**src/rtl/plot_stream_sink.sv**
```systemverilog
// Pixel-plot sink: buffers x/y/colour writes in a FIFO and replays one per clock to the vga_adapter.
// Latency: 2 clocks from accept into an empty FIFO to plot=1; sustained 1 pixel/clock.
// Backpressure: in_ready drops when full (no bypass); stall holds off draining, flush empties the FIFO.
// Optional: define PLOT_CLIP_EN to drop out-of-range pixels and count them in clip_count.
module plot_stream_sink #(
  parameter int DEPTH = 16,
  parameter int X_MAX = 160,
  parameter int Y_MAX = 120
) (
  input  logic                       clk,
  input  logic                       reset_n,
  input  logic                       in_valid,
  input  logic [7:0]                 in_x,
  input  logic [6:0]                 in_y,
  input  logic [2:0]                 in_colour,
  output logic                       in_ready,
  input  logic                       stall,
  input  logic                       flush,
  output logic [7:0]                 x,
  output logic [6:0]                 y,
  output logic [2:0]                 colour,
  output logic                       plot,
  output logic [$clog2(DEPTH):0]     level,
  output logic [7:0]                 clip_count
);

  localparam int AW = $clog2(DEPTH);
  localparam int LW = AW + 1;

`ifdef PLOT_CLIP_EN
  localparam bit CLIP_EN = 1'b1;
`else
  localparam bit CLIP_EN = 1'b0;
`endif

  typedef struct packed {
    logic [7:0] x;
    logic [6:0] y;
    logic [2:0] colour;
  } pix_t;

  pix_t          mem [DEPTH];
  logic [AW-1:0] wr_ptr;
  logic [AW-1:0] rd_ptr;
  logic          accept;
  logic          oob;
  logic          store;
  logic          clip_hit;
  logic          pop;
  pix_t          head;

  // Ready depends only on registered occupancy; a full FIFO never accepts, even if popping.
  assign in_ready = reset_n && (level < LW'(DEPTH));

  // A flush edge discards whatever the producer presents, even with in_ready high.
  assign accept   = in_valid && in_ready && !flush;
  assign oob      = CLIP_EN && ((int'(in_x) >= X_MAX) || (int'(in_y) >= Y_MAX));
  assign store    = accept && !oob;
  assign clip_hit = accept && oob;
  assign pop      = !flush && !stall && (level != '0);
  assign head     = mem[rd_ptr];

  // Pixel storage; contents need no reset since the pointers define validity.
  always_ff @(posedge clk) begin
    if (store) begin
      mem[wr_ptr] <= '{x: in_x, y: in_y, colour: in_colour};
    end
  end

  // Pointers and occupancy; flush has priority over push and pop.
  always_ff @(posedge clk or negedge reset_n) begin
    if (!reset_n) begin
      wr_ptr <= '0;
      rd_ptr <= '0;
      level  <= '0;
    end else if (flush) begin
      wr_ptr <= '0;
      rd_ptr <= '0;
      level  <= '0;
    end else begin
      if (store) wr_ptr <= wr_ptr + 1'b1;
      if (pop)   rd_ptr <= rd_ptr + 1'b1;
      case ({store, pop})
        2'b10:   level <= level + 1'b1;
        2'b01:   level <= level - 1'b1;
        default: level <= level;
      endcase
    end
  end

  // Output pixel register: loads the head on a pop, otherwise holds with plot low.
  always_ff @(posedge clk or negedge reset_n) begin
    if (!reset_n) begin
      x      <= '0;
      y      <= '0;
      colour <= '0;
      plot   <= 1'b0;
    end else begin
      plot <= pop;
      if (pop) begin
        x      <= head.x;
        y      <= head.y;
        colour <= head.colour;
      end
    end
  end

  // Saturating count of dropped out-of-range pixels; stays 0 when clipping is compiled out.
  always_ff @(posedge clk or negedge reset_n) begin
    if (!reset_n) begin
      clip_count <= '0;
    end else if (clip_hit && (clip_count != 8'hFF)) begin
      clip_count <= clip_count + 1'b1;
    end
  end

endmodule

```
**config.mk**
```make
export PLATFORM = sky130hd
export DESIGN_NAME = plot_stream_sink
export DESIGN_NICKNAME = d
export VERILOG_FILES = /design/src/rtl/plot_stream_sink.sv
export SDC_FILE = /design/constraint.sdc
export NUM_CORES = 1
export LEC_CHECK = 0
export CORE_MARGIN = 5
export CORE_UTILIZATION = 65
export CTS_BUF_LIST = sky130_fd_sc_hd__clkbuf_16
export CTS_CLUSTER_DIAMETER = 50
export DETAILED_ROUTE_END_ITERATION = 6
export HOLD_SLACK_MARGIN = 0.05
export PLACE_DENSITY = 0.87
export SLEW_MARGIN = 20
export SYNTH_ARGS = -nofsm -noshare
export SYNTH_HDL_FRONTEND = slang
export SYNTH_SLANG_ARGS = --single-unit
```
**constraint.sdc**
```tcl
create_clock -name clk -period 5.54 [get_ports clk]
set_input_delay 1.108 -clock clk [delete_from_list [all_inputs] [get_ports clk]]
set_output_delay 1.108 -clock clk [all_outputs]
set_load 0.005 [all_outputs]
```
# Yosys cells after proc, flatten, opt, wreduce, memory -nomap -nowiden
# Memory sizes are Yosys's and may differ from the RTL's. A register that Yosys moved wholly into a read port is not among the register bits.
# Cells that the tools add are included.
[totals]
input_bits = 23
latch_bits = 0
rom_bits = 0
ramBits = 288
memories = 1
out_inout_bits = 33
elab_cells = 32
ff_bits = 14
[op_classes]
mux = 8
n_lt_le_gt_ge = 1
n_eq_ne = 2
n_addsub = 4
mul = 0
n_div = 0
bitwise = 0
shifts = 0
reduce_logical = 12
[memory_table]
columns = ["name", "words", "width", "rd", "rd_ports_with_merged_regs", "write_ports", "line_no", "text"]
rows = [
  ["mem", 16, 18, 1, 1, 1, "42", "pix_t mem [DEPTH];"],
]
[ops]
columns = ["op", "n"]
rows = [
  ["two-way mux 4 bit", 4],
  ["case mux 5 bit (2 select lines)", 1],
  ["adder 4 x 1 -> 4 bit (second input constant)", 2],
  ["adder 5 x 1 -> 5 bit (second input constant)", 1],
  ["logical AND 1 bit", 5],
  ["less-than comparator 5 bit (second input constant)", 1],
  ["two-way mux 5 bit", 1],
  ["nonzero test 5 bit", 1],
  ["subtractor 5 x 1 -> 5 bit (second input constant)", 1],
  ["nonzero test 2 bit", 2],
  ["logical NOT 1 bit", 3],
  ["nonzero test 3 bit", 1],
  ["equality test 2 x 1 -> 1 bit (second input constant)", 1],
  ["equality test 2 bit (second input constant)", 1],
  ["two-way mux 1 bit", 2],
]

# Longest topological paths before layout
# Gate-level depths: netlist of run 1.
[depth]
depth_word = 7
ltp_mapped = 10
ltp_nobuf = 10

# Worst setup path after synthesis of run 1
# OpenSTA, ideal clock, no wires.
[synth_path]
kind = "input port to flip-flop"
startpoint = "input port in_valid"
endpoint = "memory mem[3][0] (netlist bit) (enable)"
arrival_time_ns = 3.496
stages = 4
t_required_ns = 5.094
path_slack_ns = 1.598
path_buffers = 1
path_cell_list = "and3b_1 nand2b_1 clkbuf_1 nor4b_1"
[synth_between]
elab_chain_len = 4
[synth_rtl]
columns = ["element", "line_no", "text"]
rows = [
  ["start, declared", "12", "input logic in_valid,"],
  ["logical AND 1 bit (2 in a row)", "56", "assign accept = in_valid && in_ready && !flush;"],
  ["two-way mux 1 bit", "65", "if (store) begin"],
  ["two-way mux 1 bit (not written as such)", "66", "mem[wr_ptr] <= '{x: in_x, y: in_y, colour: in_colour};"],
  ["end, declared", "42", ""],
]
# Every way passes these cells.

# Worst setup path in the final report of run 1
[layout_path]
startpoint = "input port flush"
endpoint = "register level[4]"
[layout_between]
elab_chain_len = 6
word_cells_on_any_way = 9
[layout_rtl]
columns = ["element", "line_no", "text"]
rows = [
  ["start, declared", "18", "input logic flush,"],
  ["logical NOT 1 bit", "56, 60", ""],
  ["logical AND 1 bit (2 in a row)", "60", "assign pop = !flush && !stall && (level != '0);"],
  ["equality test 2 x 1 -> 1 bit / equality test 2 bit (equally long branches)", "83", "case ({store, pop})"],
  ["case mux 5 bit (2 select lines)", "83", ""],
  ["two-way mux 5 bit", "76", "end else if (flush) begin"],
  ["end signal, assigned", "84", "2'b10: level <= level + 1'b1;"],
  ["end signal, assigned", "85", "2'b01: level <= level - 1'b1;"],
  ["end signal, assigned", "86", "default: level <= level;"],
  ["end, declared", "23", "output logic [$clog2(DEPTH):0] level,"],
]
# Several ways; a longest one is shown, not always the timed one.
# A chain may end at the register's enable or synchronous reset.

==> results_dict.tcl, run 1 <==
set metrics [dict create \
    finClkSkew_ps 19.7 \
    grt_pass1_wl_um 42400 \
    muxShareOfSynthArea_pct 16.0 \
    gr-usage-all-layers_pct 26.1 \
    fp-row-count 51 \
    syn-cell-area_um2 12600 \
    path_buf_inv 1 \
    n_antenna_cell 0 \
    worst_slack_ps 1680 \
    critPathTopFamily "simple AND/OR/NAND/NOR gates" \
    drt-pass1-iter-count 5 \
    crit_arrival_ps 4260 \
    relSlewSlack_pct 21.4 \
    detail_route.iter0.violations 719 \
    vias 6484 \
    dieArea_um2 22300 \
    synth_flop_cell "edfxtp_1" \
    switching_share_pct 25.0 \
    synthXorXnorAreaFrac_pct 0.695 \
    crit_type "in2reg" \
    slew_violations 0 \
    yosys.cell_types.count 46 \
    setup_tns_ps 0 \
    port_buffers 47 \
    p_leak_nw 4.65 \
    synth_compound_area_share_pct 2.58 \
    p_int_w 0.00489 \
    cts-root-buf "clkbuf_16" \
    yosys_warnings 0 \
    crit_path_start_kind "input port" \
    fin_util_pct 75.8 \
    fmax_mhz 259 \
    n_fill_cell 988 \
    initial_core_util_pct 65.4 \
    synth_top_family_by_area "multiplexers" \
    p_clk_share_pct 37.0 \
    fin_cells 967 \
    die_x_um 149 \
    routed_wl_um 28100 \
    synth_top_area_share_pct 68.6 \
    cts_tree "built" \
    grt-ovfl-total 0 \
    cts_buffer_depth 3 \
    worstPathCellList "clkdlybuf4s50_1 -> nor2_1 -> nand2_1 -> nor2_1 -> xor2_1 -> ha_1 -> nor2_1 -> or3b_2 -> o31ai_1 -> mux2i_1 -> o31ai_1" \
    cpMostUsedCell "nor2_1" \
    clkTransAtPathRegs_ps 60 \
    ir_drop_v 0.000285 \
    rsz0062_at_grt "no" \
    dpl.cell_count 908 \
    cts_max_level 1 \
    avgRoutedWirePerCell_um 29.1 \
    worst_slew_pin_slew_ps 1180 \
    nets 707 \
    cts.hold.buffers_added 0 \
    clock-sinks 320 \
    finalSetupViolCount 0 \
    hold_class "in2async" \
    place_congestion 0.812 \
    multi_input_area_um2 3020 \
    p_per_area_nw_per_um2 447 \
    layout-drive-gt1-share_pct 24.9 \
    pwr-share-comb_pct 18.9 \
    grt_max_degree 55 \
    maxCapViolCount 0 \
    yosys.area_share.simple_pct 3.17 \
    synth_edf_count 288 \
    seq_area_um2 9460 \
    vias_per_cell 6.71 \
    seq_area_frac_synth_pct 75.0 \
    endpoint_kind "flip-flop" \
    syn_to_final_growth_pct 15.8 \
    netlist_instances 613 \
    cts_buffers 31 \
    seq_power_share_pct 44.1 \
    synth_top_area_cell "edfxtp_1" \
    slowest_stage "clkdlybuf4s50_1" \
    min_period_ps 3860 \
    finalHoldViolCount 0 \
    status "complete, no violations" \
    synth_seq_cells 320 \
    hpwl_um 15300 \
    min_period_over_period_pct 69.7 \
    pre_cts_slack_ps 1200 \
    synthArstFlopShare_pct 10.0 \
    post_synth_fa_ha_maj_area_fraction_pct 0.695 \
    cts-resized-gates 0 \
    yosys-top-cells-area "edfxtp_1, mux4_2, dfrtp_1" \
    chipHeight_um 149 \
    synth.avg_cell_area_um2 20.6 \
    post_cts_buffers 0 \
    cp_max_fo 21 \
    switching_power_w 0.00163 \
    worstPathRequired_ps 5940 \
    slowest_delay_ps 830 \
    first_global_vias 6760 \
    insertion_delay_ps 570 \
    ioPinCount 56 \
    core_area_um2 19300 \
    grt_antenna_before_repair 0 \
    antenna_left 0 \
    drc 0 \
]
[kinds of logic after synthesis]
kind of cell	count (synthesis)
fa+ha+maj	7
flops	320
xor+xnor	10
mux	112
simple gates	86
compound gates	33
buf+inv	44
other cells	1
[power by group through the flow]
stage | logic (W) | registers [W] | clock network (W)
2_1_floorplan | 0.000862 | 0.00285 | 0
3_3_place_gp | 0.00107 | 0.00298 | 0
3_5_place_dp | 0.00112 | 0.00299 | 0
4_1_cts | 0.00116 | 0.00294 | 0.00242
5_1_grt | 0.00132 | 0.00289 | 0.00254
6_report | 0.00123 | 0.00288 | 0.00241
[cell usage in the layout (no fill, tap or decap), types with 2 or more instances in the layout]
cell type,instances
a21oi_1,5
buf_4,13
bufinv_16,10
clkbuf_16,31
clkdlybuf4s50_1,46
clkinv_1,4
clkinv_2,3
clkinv_4,2
clkinvlp_4,3
conb_1,8
dfrtp_1,29
dfrtp_2,2
edfxtp_1,288
ha_1,7
inv_1,9
inv_6,3
mux2i_1,39
mux4_2,72
nand2_1,36
nand3_1,3
nand4_1,2
nor2_1,16
nor2_2,9
nor2_4,5
o221ai_1,8
o221ai_2,10
o31ai_1,2
xnor2_1,6
xor2_1,4
[worst register-to-register path: cells and delay by family (launching register included)]
| family | cells | cell delay [ps] |
|---|---|---|
| AO/OA/AOI/OAI | 2 | 430 |
| multiplexers | 1 | 220 |
| XOR/XNOR | 1 | 200 |
| AND/OR/NAND/NOR | 5 | 1260 |
| adder cells (fa/ha/maj) | 1 | 250 |
| flip-flops | 1 | 490 |
[per-layer routing]
layer | wire length [um] | vias to the layer above | GRT usage (%) | part of all wire (%)
li1 | - | 2608 | - | -
met1 | 10600 | 3376 | 37.5 | 38
met2 | 13800 | 440 | 41.1 | 49
met3 | 2800 | 60 | 5.20 | 9.9
met4 | 912 | 0 | 9.61 | 3.2
met5 | 0 | - | 0 | 0
[per-stage QoR]
| stage | hold slack (ps) | cell area, um^2 | total power, W |
|---|---|---|---|
| finish | 484 | 14600 | 0.00652 |
| global route | 480 | 14600 | 0.00675 |
| CTS | 467 | 14600 | 0.00652 |
| detailed placement | 491 | 13400 | 0.00411 |
| global placement | 473 | 13400 | 0.00405 |
| floorplan | 480 | 12600 | 0.00371 |
[area by class of cell]
class	count	area share, %
multi-input combinational	256	20.7
clock buffer	31	5.31
tap	265	2.27
timing repair buffer	61	4.04
clock inverter	27	2.77
inverter	7	0.180
sequential	320	64.7
[final timing paths]
kind	from	end	slack [ps]	cells past startpoint
min in group clk	x[5]	x[5]	490	2
setup reg to reg	level[4]	level[4]	2540	10
hold reg to reg	x[5]	x[5]	490	2
max in group asynchronous	reset_n	rd_ptr[0]	4360	2
hold / removal	reset_n	y[2]	480	1
setup / recovery	flush	level[4]	1680	11
[synthesized netlist by cell type (2+ instances only)]
cell	count
xor2_1	4
nand3_1	3
nor2_1	30
nand4_1	2
buf_6	2
buf_2	11
mux2i_1	39
xnor2_1	6
nand2_1	36
ha_1	7
a21oi_1	5
clkbuf_1	7
buf_1	7
o31ai_1	2
o221ai_2	10
edfxtp_1	288
mux4_2	72
inv_1	7
o221ai_1	8
buf_4	10
dfrtp_1	32
[flip-flops by register name (all words and copies together) (netlist names)]
| register | cells |
|---|---|
| colour | 3 |
| level | 5 |
| plot | 1 |
| mem | 288 |
| x | 8 |
| y | 7 |
| rd_ptr | 4 |
| wr_ptr | 4 |
Power figures use the tool's default switching activity.
==> run 2, diff against run 1 <==
--- a/config.mk
+++ b/config.mk
@@ -6,12 +6,12 @@
 export NUM_CORES = 1
 export LEC_CHECK = 0
 export CORE_MARGIN = 5
-export CORE_UTILIZATION = 65
+export CORE_UTILIZATION = 60
 export CTS_BUF_LIST = sky130_fd_sc_hd__clkbuf_16
 export CTS_CLUSTER_DIAMETER = 50
 export DETAILED_ROUTE_END_ITERATION = 6
 export HOLD_SLACK_MARGIN = 0.05
-export PLACE_DENSITY = 0.87
+export PLACE_DENSITY = 0.81
 export SLEW_MARGIN = 20
 export SYNTH_ARGS = -nofsm -noshare
 export SYNTH_HDL_FRONTEND = slang
==> constraint.sdc (replaced) <==
create_clock -name clk -period 4.03 [get_ports clk]
set_input_delay 0.806 -clock clk [delete_from_list [all_inputs] [get_ports clk]]
set_output_delay 0.806 -clock clk [all_outputs]
set_load 0.005 [all_outputs]
==> run 2 against run 1 <==
Compared with the run above:
- non-clock buffer count grew 17
- critical path depth is the same
- die area grew 7.8%
- register-to-register slack lost 1500 ps
- clock skew shrank 7.4 ps
- total power grew 32%
- sequential power grew 39%
- critical path type unchanged
- largest power group unchanged
==> results_dict.tcl, run 2 (synthesized netlist as in run 1, its figures left out) <==
set metrics [dict create \
    worstPathCellList "clkdlybuf4s50_1 -> nand3b_1 -> nand2_1 -> nor2_1 -> xor2_1 -> ha_1 -> nor2_1 -> or3b_2 -> o31ai_1 -> mux2i_1 -> o31ai_1" \
    top_register "mem" \
    fin_cells 992 \
    slowest_delay_ps 460 \
    p_per_area_nw_per_um2 589 \
    nets 723 \
    slew_violations 0 \
    worst_slew_pin_slew_ps 900 \
    largest_registers "mem (288), x (8), y (7)" \
    cts_buffer_depth 3 \
    min_period_ps 3130 \
    vias 6385 \
    ir_drop_v 0.000335 \
    post_cts_buffers 0 \
    core_area_um2 20800 \
    maxCapViolCount 0 \
    worstPathRequired_ps 4460 \
    grt_max_degree 42 \
    relSlewSlack_pct 40.0 \
    final_cell_area_um2 14600 \
    slowest_stage "or3b_2" \
    clkTransAtPathRegs_ps 60 \
    ioPinCount 56 \
    dpl.cell_count 936 \
    finalHoldViolCount 0 \
    cts_buffers 30 \
    gr-usage-all-layers_pct 23.7 \
    first_global_vias 6809 \
    syn_to_final_growth_pct 16.1 \
    antenna_left 0 \
    place_area_um2 13600 \
    crit_arrival_ps 3560 \
    grt_antenna_before_repair 0 \
    fp-row-count 53 \
    status "complete, no violations" \
    dieArea_um2 24000 \
    min_period_over_period_pct 77.7 \
    path_buf_inv 1 \
    insertion_delay_ps 560 \
    cts-resized-gates 0 \
    detail_route.iter0.violations 808 \
    crit_type "in2reg" \
    hold_class "in2async" \
    die_x_um 155 \
    whs_ps 335 \
    avgRoutedWirePerCell_um 27.7 \
    cts_max_level 1 \
    layout_commonest_cell "edfxtp_1" \
    chipHeight_um 155 \
    drc 0 \
    n_antenna_cell 0 \
    drt-pass1-iter-count 5 \
    layout-drive-gt1-share_pct 25.8 \
    routed_wl_um 27500 \
    grt-ovfl-total 0 \
    rsz0062_at_grt "no" \
    hpwl_um 15800 \
    mostFrequentLayoutCells "edfxtp_1, mux4_2, clkdlybuf4s50_1, mux2i_1, nand2_1" \
    initial_core_util_pct 60.5 \
    largest_reg_flops 288 \
    finalSetupViolCount 0 \
    fmax_mhz 319 \
    setup_tns_ps 0 \
    cts-root-buf "clkbuf_16" \
    cp_max_fo 8 \
    finClkSkew_ps 12.3 \
    cts.hold.buffers_added 0 \
    place_congestion 0.821 \
    grt_pass1_wl_um 42500 \
    cts_tree "built" \
    p_leak_nw 4.71 \
    vias_per_cell 6.44 \
    critPathTopFamily "simple AND/OR/NAND/NOR gates" \
    crit_path_start_kind "input port" \
    clock-sinks 320 \
    port_buffers 47 \
    endpoint_kind "flip-flop" \
]
run 2: worst paths after layout:
check / from / to / slack [ps] / depth (start not counted)
max in group asynchronous: reset_n / rd_ptr[0] / 3320 / 2
worst min-delay path: reset_n / level[2] / 340 / 2
worst max register to register: level[4] / level[4] / 1080 / 10
min in group clk: x[6] / x[6] / 500 / 2
worst max-delay path: in_valid / level[4] / 900 / 11
worst min register to register: x[6] / x[6] / 500 / 2
run 2: layout make-up:
cell class | count | area (um^2)
Fill cell | 1235 | 6190
Tap cell | 275 | 344
Clock inverter | 25 | 280
Clock buffer | 31 | 776
Multi-Input combinational cell | 256 | 2990
Sequential cell | 320 | 9460
Inverter | 7 | 26.3
Timing Repair Buffer | 78 | 761
run 2: layer usage:
metal / wire length [um] / up-vias / track usage (%)
li1: - / 2645 / -
met1: 10400 / 3294 / 33.2
met2: 13800 / 370 / 38.7
met3: 2190 / 76 / 3.42
met4: 995 / 0 / 8.96
met5: 0 / - / 0
run 2: per-stage QoR:
stage	util [%]	total power [W]	setup slack, ps
finish	70.3	0.00862	900
floorplan	-	0.00510	390
CTS	70.3	0.00868	962
global route	70.3	0.00897	698
global placement	65.2	0.00563	624
detailed placement	65.2	0.00570	388
run 2: report_power, final:
part,internal (W),switching [W],leakage (nW)
Combinational,0.000914,0.000713,1.17
Clock,0.00178,0.00120,0.533
Sequential,0.00375,0.000257,3.00
==> run 3, diff against run 2 <==
--- a/config.mk
+++ b/config.mk
@@ -6,12 +6,12 @@
 export NUM_CORES = 1
 export LEC_CHECK = 0
 export CORE_MARGIN = 5
-export CORE_UTILIZATION = 60
+export CORE_UTILIZATION = 54
 export CTS_BUF_LIST = sky130_fd_sc_hd__clkbuf_16
 export CTS_CLUSTER_DIAMETER = 50
 export DETAILED_ROUTE_END_ITERATION = 6
 export HOLD_SLACK_MARGIN = 0.05
-export PLACE_DENSITY = 0.81
+export PLACE_DENSITY = 0.77
 export SLEW_MARGIN = 20
 export SYNTH_ARGS = -nofsm -noshare
 export SYNTH_HDL_FRONTEND = slang
==> constraint.sdc (replaced) <==
create_clock -name clk -period 2.8 [get_ports clk]
set_input_delay 0.56 -clock clk [delete_from_list [all_inputs] [get_ports clk]]
set_output_delay 0.56 -clock clk [all_outputs]
set_load 0.005 [all_outputs]
==> run 3 against run 2 <==
Compared with the run above:
- sequential power increased by 39%
- sequential share of layout area decreased by 0.76 points
- via count decreased by 0.67%
- clock power increased by 28%
- die area increased by 10%
- critical path depth decreased by 1
- combinational power increased by 60%
- non-clock buffer count increased by 26
- cell area increased by 1.2%
- clock skew decreased by 2.0 ps
- largest cell class unchanged
==> results_dict.tcl, run 3 (synthesized netlist as in run 1, its figures left out) <==
set metrics [dict create \
    status "complete, no violations" \
    switching_share_pct 24.9 \
    largest_reg_flops 288 \
    slew_violations 0 \
    power.total_w 0.0120 \
    endpoint_kind "flip-flop" \
    finalHoldViolCount 0 \
    slowest_delay_ps 470 \
    min_period_ps 2690 \
    clock-sinks 320 \
    dieArea_um2 26500 \
    p_leak_nw 4.81 \
    initial_core_util_pct 54.2 \
    crit_type "reg2reg" \
    syn_to_final_growth_pct 17.5 \
    vias_per_cell 5.97 \
    grt_pass1_wl_um 40200 \
    r2r_cells 10 \
    rrSetupSlack_ps 110 \
    pwr-share-comb_pct 21.7 \
    insertion_delay_ps 540 \
    finClkSkew_ps 10.3 \
    worstPathCellList "nor4_4 -> and2_4 -> nor2_1 -> xor2_1 -> ha_1 -> nor2_1 -> or3b_2 -> o31ai_2 -> mux2i_1 -> o31ai_1" \
    first_global_vias 6695 \
    cpMostUsedCell "nor2_1" \
    layout-drive-gt1-share_pct 27.7 \
    clkTransAtPathRegs_ps 60 \
    crit_path_start_kind "flip-flop" \
    maxCapViolCount 0 \
    ioPinCount 56 \
    gr-usage-all-layers_pct 20.0 \
    cts_max_level 1 \
    worst_slew_pin_slew_ps 700 \
    crit_arrival_ps 3100 \
    place_area_um2 13900 \
    largest_registers "mem (288), x (8), y (7)" \
    final_cell_area_um2 14800 \
    reg2reg_from "level[0]" \
    grt-ovfl-total 0 \
    n_fill_cell 1555 \
    place_congestion 0.845 \
    routed_wl_um 26000 \
    cp_max_fo 6 \
    drc 0 \
    n_antenna_cell 0 \
    p_clk_share_pct 31.9 \
    grt_max_degree 44 \
    top_register "mem" \
    cts_buffers 30 \
    core_area_um2 23300 \
    worstPathRequired_ps 3210 \
    seq_power_share_pct 46.5 \
    ir_drop_v 0.000611 \
    grt_antenna_before_repair 0 \
    vias 6342 \
    drt-pass1-iter-count 5 \
    cts.hold.buffers_added 0 \
    hold_class "in2async" \
    fp-row-count 56 \
    p_per_area_nw_per_um2 809 \
    fmax_mhz 372 \
    switching_power_w 0.00299 \
    die_x_um 163 \
    layout_commonest_cell "edfxtp_1" \
    cts-root-buf "clkbuf_16" \
    detail_route.iter0.violations 603 \
    cts_tree "built" \
    port_buffers 47 \
    rsz0062_at_grt "no" \
    mostFrequentLayoutCells "edfxtp_1, mux4_2, buf_4, clkdlybuf4s50_1, mux2i_1" \
    avgRoutedWirePerCell_um 24.5 \
    min_period_over_period_pct 96.0 \
    finalSetupViolCount 0 \
    chipHeight_um 163 \
    timing.rr.end "level[4]" \
    p_int_w 0.00900 \
    cts_buffer_depth 3 \
    antenna_left 0 \
    slowest_stage "dfrtp_2" \
    relSlewSlack_pct 53.3 \
    hpwl_um 15600 \
    nets 749 \
]
[run 3: cell count changes in the layout (fill, tap and decap cells not counted), sizes merged]
cell,before,now
buf,32,58
inv,13,19
bufinv,6,2
clkinv,13,10
clkinvlp,0,1
[run 3: routing by layer]
| layer | wire [um] | part of all wire [%] | track usage (%) |
|---|---|---|---|
| met2 | 13100 | 50 | 33.5 |
| met3 | 1760 | 6.8 | 2.76 |
| met5 | 0 | 0 | 0 |
| met4 | 725 | 2.8 | 6.25 |
| met1 | 10400 | 40 | 27.9 |
[run 3: worst max-delay path by stage]
stage               cells after the start  endpoint  slack [ps]      from
finish                                 10  level[4]         110  level[0]
CTS                                    10  level[4]          60  level[0]
global placement                       11  level[4]         -60     stall
global route                           10  level[4]           7  level[0]
detailed placement                     11  level[4]        -170     stall
floorplan                              10  level[4]         250   reset_n
[run 3: worst max-delay path, delay by kind of cell (launching register included)]
kind / cells / cell delay (ps)
compound gates: 2 / 330
xor+xnor: 1 / 170
fa+ha+maj: 1 / 210
flops: 1 / 470
mux: 1 / 210
simple gates: 5 / 1160
[run 3: power by group through the flow]
stage | combinational (W) | clock, W | sequential (W)
after floorplan | 0.00171 | 0 | 0.00564
after global placement | 0.00251 | 0 | 0.00566
after detailed placement | 0.00258 | 0 | 0.00567
after CTS | 0.00260 | 0.00389 | 0.00557
after global routing | 0.00282 | 0.00409 | 0.00559
final | 0.00260 | 0.00382 | 0.00557
[run 3: final cells by class]
class	count	area [um^2]	share of cell area, %
multi-input cells	256	3010	20.3
clock inverters	25	163	1.10
repair buffers	104	981	6.62
flip-flops and latches	320	9460	63.8
inverters	7	26.3	0.177
well taps	319	399	2.69
clock buffers	31	776	5.24
[run 3: metrics by stage]
stage / setup TNS, ps / worst slack (ps) / util, % / instances / hold slack, ps
after floorplan: 0 / 251 / - / 620 / 264
after global routing: 0 / 6.58 / 63.7 / 1062 / 160
after global placement: -56.9 / -56.9 / 59.6 / 1005 / 474
final: 0 / 112 / 63.7 / 1062 / 126
after detailed placement: -173 / -173 / 59.6 / 1005 / 470
after CTS: 0 / 61.8 / 63.6 / 1061 / 136
[run 3: timing repair]
item / CTS / global route
setup buffers: 0 / 1
setup endpoints to repair: 0 / 1
resized for setup: 0 / 3
endpoints found under the hold margin: 0 / 0
